<file path="config.mk">
export PLATFORM = sky130hd
export DESIGN_NAME = instruction_fetch
export DESIGN_NICKNAME = d
export VERILOG_FILES = /design/src/rtl/instruction_fetch.sv
export SDC_FILE = /design/constraint.sdc
export NUM_CORES = 1
export LEC_CHECK = 0
export BUFFER_PORTS_ARGS = -buffer_cell sky130_fd_sc_hd__buf_2
export CAP_MARGIN = 10
export CORE_MARGIN = 1.5
export CORE_UTILIZATION = 44
export CTS_BUF_LIST = sky130_fd_sc_hd__clkbuf_8
export DETAILED_ROUTE_END_ITERATION = 8
export PLACE_DENSITY = 0.74
export SETUP_SLACK_MARGIN = 0.2
export SYNTH_ARGS = -nofsm -noshare
export SYNTH_HDL_FRONTEND = slang
export SYNTH_SLANG_ARGS = --single-unit
export TNS_END_PERCENT = 100
</file>
<file path="constraint.sdc">
create_clock -name CLK -period 3.3 [get_ports CLK]
set_input_delay 0 -clock CLK [delete_from_list [all_inputs] [get_ports CLK]]
set_output_delay 0 -clock CLK [all_outputs]
set_load 0.01 [all_outputs]
</file>
<file path="src/rtl/instruction_fetch.sv">
// Instruction fetch front end: PC register, combinational instruction memory port and a
// registered fetch/decode stage. Optional misaligned-redirect fault under FETCH_MISALIGN_CHECK_EN.
module instruction_fetch #(
  parameter int                    ADDR_WIDTH = 64,
  parameter logic [ADDR_WIDTH-1:0] RESET_PC   = '0
) (
  input  logic                  CLK,
  input  logic                  RST,
  output logic [ADDR_WIDTH-1:0] IMEM_ADDR,
  input  logic [31:0]           IMEM_DATA,
  input  logic                  READY,
  input  logic                  BRANCH_TAKEN,
  input  logic [ADDR_WIDTH-1:0] BRANCH_TARGET,
  output logic [31:0]           INSTR,
  output logic [ADDR_WIDTH-1:0] INSTR_PC,
  output logic                  INSTR_VALID,
  output logic                  MISALIGNED
);

  // Handshake toward decode: INSTR/INSTR_PC are offered while INSTR_VALID=1 and stay stable
  // until READY=1 at a rising edge (consumed); only a redirect or reset may withdraw them.
  logic [ADDR_WIDTH-1:0] pc_q;
  logic [31:0]           instr_q;
  logic [ADDR_WIDTH-1:0] instr_pc_q;
  logic                  valid_q;
  logic                  fault_q;
  logic [ADDR_WIDTH-1:0] redirect_pc;

`ifdef FETCH_MISALIGN_CHECK_EN
  assign redirect_pc = BRANCH_TARGET;

  // Sticky: once set, only reset clears it and further redirects are ignored.
  always_ff @(posedge CLK) begin
    if (RST) begin
      fault_q <= 1'b0;
    end else if (BRANCH_TAKEN && !fault_q && (BRANCH_TARGET[1:0] != 2'b00)) begin
      fault_q <= 1'b1;
    end
  end
`else
  assign redirect_pc = BRANCH_TARGET & {{(ADDR_WIDTH-2){1'b1}}, 2'b00};
  assign fault_q     = 1'b0;
`endif

  always_ff @(posedge CLK) begin
    if (RST) begin
      pc_q       <= RESET_PC;
      instr_q    <= '0;
      instr_pc_q <= '0;
      valid_q    <= 1'b0;
    end else if (BRANCH_TAKEN && !fault_q) begin
      // Wrong-path instruction is flushed; INSTR/INSTR_PC keep their stale contents.
      pc_q    <= redirect_pc;
      valid_q <= 1'b0;
    end else if (fault_q) begin
      valid_q <= 1'b0;
    end else if (!valid_q || READY) begin
      instr_q    <= IMEM_DATA;
      instr_pc_q <= pc_q;
      valid_q    <= 1'b1;
      pc_q       <= pc_q + ADDR_WIDTH'(4);
    end
  end

  assign IMEM_ADDR   = pc_q;
  assign INSTR       = instr_q;
  assign INSTR_PC    = instr_pc_q;
  assign INSTR_VALID = valid_q;
  assign MISALIGNED  = fault_q;

endmodule

</file>
==> qor.csv <==
metric;value;unit
DP Wirelength;15600;µm
post-synth top area cell;dfxtp_1;
Seq pwr share;0.478;
vias in the first global route;7237;
Commonest cells post-synth;nand2_1, dfxtp_1, a21oi_1, nor2_1, clkbuf_1;
largest fanout on the critical path;7;
first-pass GRT wire length;36900;µm
Switching Fraction;0.268;
GRT Residual Overflow;0;
critical path class;register to register;
drt total wl;24100;µm
worst min path class;input pin to register;
clk buf depth;2;
status;completed;
share of cells above drive strength 1;0.245;
ANT cells;0;
Die Width;130;µm
ANT nets after route;0;
Area Overhead vs Synth;39.7;%
logic gate share of total power;0.141;
maximum clock frequency;0.345;GHz
P_sw;0.00119;W
area share of the largest cell type after synthesis;0.442;
Slew HR;0.437;
initial antenna violation count;0;
count of pins over their slew limit;0;
Seq cells post-synth;157;
first-pass iteration count of the detailed router;5;
Die Span Y;130;µm
Starting Density;0.449;
WL/cell;16.4;µm
top cells by area, synth;dfxtp_1, nand2_1, a21oi_1;
worst skew pair latency;0.46;ns
Synth warnings;0;
routing usage on met3;0.0631;
CTS Sinks;157;
port buffer count;254;
Setup Viol. Count Final;0;
CTS Root Cell;clkbuf_8;
Vias/cell;5.47;
met2 Use GR;0.451;
min Tclk post-route;2.90;ns
row count;46;
WP data required;3.67;ns
Setup crit start kind;register;
DP Cell Count;1345;
Die ar.;0.0169;mm²
Syn Area/Cell;7.66;µm²
Crit. End Element;register;
Final Hold Fails;0;
Layout Nets;1345;
I/O pin count;262;
core footprint;0.0158;mm²
clk slew on worst S/H paths;0.08;ns
r2r setup slk;0.40;ns
CP arrival;3.27;ns
Non-Filler Instances;1473;
Worst Clk Skew;0.0113;ns
cell internal pwr;0.00324;W
Max Cap Viol;0;
post-synthesis cell area;0.00710;mm²
PwrDens;447;mW/mm²
ys flop type;dfxtp_1;
GPL Wtd Cong;0.818;
GR Util All Layers;0.277;
VDD IR-drop max;0.298;mV
# DRC;0;
initial drt markers;665;
Setup TNS;0;ns
Leak;4.13;nW
met1 Usage GRT;0.360;
Synth Instances;927;
total vias in the final route;8055;
CTS buffer count;17;
post-synth cell types;50;
sequential-to-total area share from yosys stat;0.442;
Clock power frac;0.381;
most common cell in the netlist;nand2_1;
Post-synth EDFFs;0;
final worst-path cycle share;0.879;
fraction of registers with async set/reset;0;
CTS tree;yes;
H-Tree Level Count;4;
largest net degree at the start of global routing;64;
grt peak-use layer;met2;
Slew @ Worst Pin;0.843;ns
RSZ-0062 raised after global routing;false;
==> layout make-up <==
class	count	area [µm²]
clock buffers	20	275
clock inverters	12	193
fillers	1374	5910
inverters	17	63.8
multi-input cells	687	3640
flip-flops and latches	157	3140
well taps	216	270
repair buffers	364	2340
==> repair_timing <==
action                                  in CTS  in global routing
hold endpoints to repair                    94                  0
hold buffers                                96                  0
endpoints found under the setup margin       0                  1
resized for setup                            0                  1
buffers inserted                             0                  0
==> layout by cell type (no fill, tap or decap), types with 3 or more instances in the layout <==
master and count:
a2111oi_0 7, a211oi_1 17, a21oi_1 107, a311oi_1 21, a31oi_1 7, and2_1 6, and3_1 12, and4_1 16
buf_2 253, buf_4 15, bufinv_16 5, clkbuf_8 20, conb_1 5, dfxtp_1 157, dlygate4sd3_1 96, inv_1 19
mux2i_1 4, nand2_1 243, nand3_1 31, nand4_1 24, nor2_1 54, nor2b_1 3, nor3_1 17, nor4_1 9
nor4b_1 5, o211ai_1 6, o21ai_0 12, o31ai_1 8, or3_1 14, or4_1 15, xnor2_1 17, xor2_1 4
==> through the flow <==
| step | instance area (µm²) | utilization | power (W) | worst slack, ns | hold slack, ns |
|---|---|---|---|---|---|
| 2_1_floorplan | 7120 | - | 0.00243 | 0.676 | 0.109 |
| 4_1_cts | 9920 | 0.627 | 0.00444 | 0.344 | 0.000349 |
| 3_5_place_dp | 8490 | 0.536 | 0.00268 | 0.378 | 0.200 |
| 6_report | 9920 | 0.627 | 0.00443 | 0.399 | 0.0361 |
| 5_1_grt | 9920 | 0.627 | 0.00460 | 0.232 | 0.0303 |
| 3_3_place_gp | 8490 | 0.536 | 0.00267 | 0.455 | 0.200 |
==> cells by family after synthesis <==
group | synth area share
compound gates | 0.169
xor+xnor | 0.0259
fa+ha+maj | 0.00176
buf+inv | 0.0502
flops | 0.442
mux | 0.00564
other cells | 0.000528
simple gates | 0.305
==> power groups by stage <==
| stage | registers [W] | logic [W] | clock network, W |
|---|---|---|---|
| after floorplan | 0.00218 | 0.000254 | 0 |
| after global placement | 0.00215 | 0.000518 | 0 |
| after detailed placement | 0.00216 | 0.000523 | 0 |
| after CTS | 0.00212 | 0.000615 | 0.00171 |
| after global routing | 0.00214 | 0.000685 | 0.00177 |
| final | 0.00212 | 0.000625 | 0.00169 |
==> layer usage <==
layer,vias to the layer above,part of all wire
met3,51,0.064
li1,3902,-
met5,-,0
met4,0,0.025
met2,327,0.48
met1,3775,0.43
==> state kept, by name, summed over array words and instances (netlist names) <==
name and count:
IMEM_ADDR 62, INSTR_PC 62, INSTR 32, INSTR_VALID 1
==> worst max-delay path: stages, from the launching register on <==
cell	delay (ns)
dfxtp_1	0.45
ha_2	0.28
nand2_1	0.10
or4_1	0.67
or4_1	0.65
or3_1	0.39
a311oi_1	0.27
==> path summary, 6_finish.rpt <==
kind,from,to,depth (start not counted)
worst min-delay path,BRANCH_TAKEN,IMEM_ADDR[27],3
worst max-delay path,IMEM_ADDR[3],IMEM_ADDR[52],6
worst max register to register,IMEM_ADDR[3],IMEM_ADDR[52],6
worst min register to register,INSTR_PC[22],INSTR_PC[22],2
Note: power is estimated with default switching activity, not from simulation.
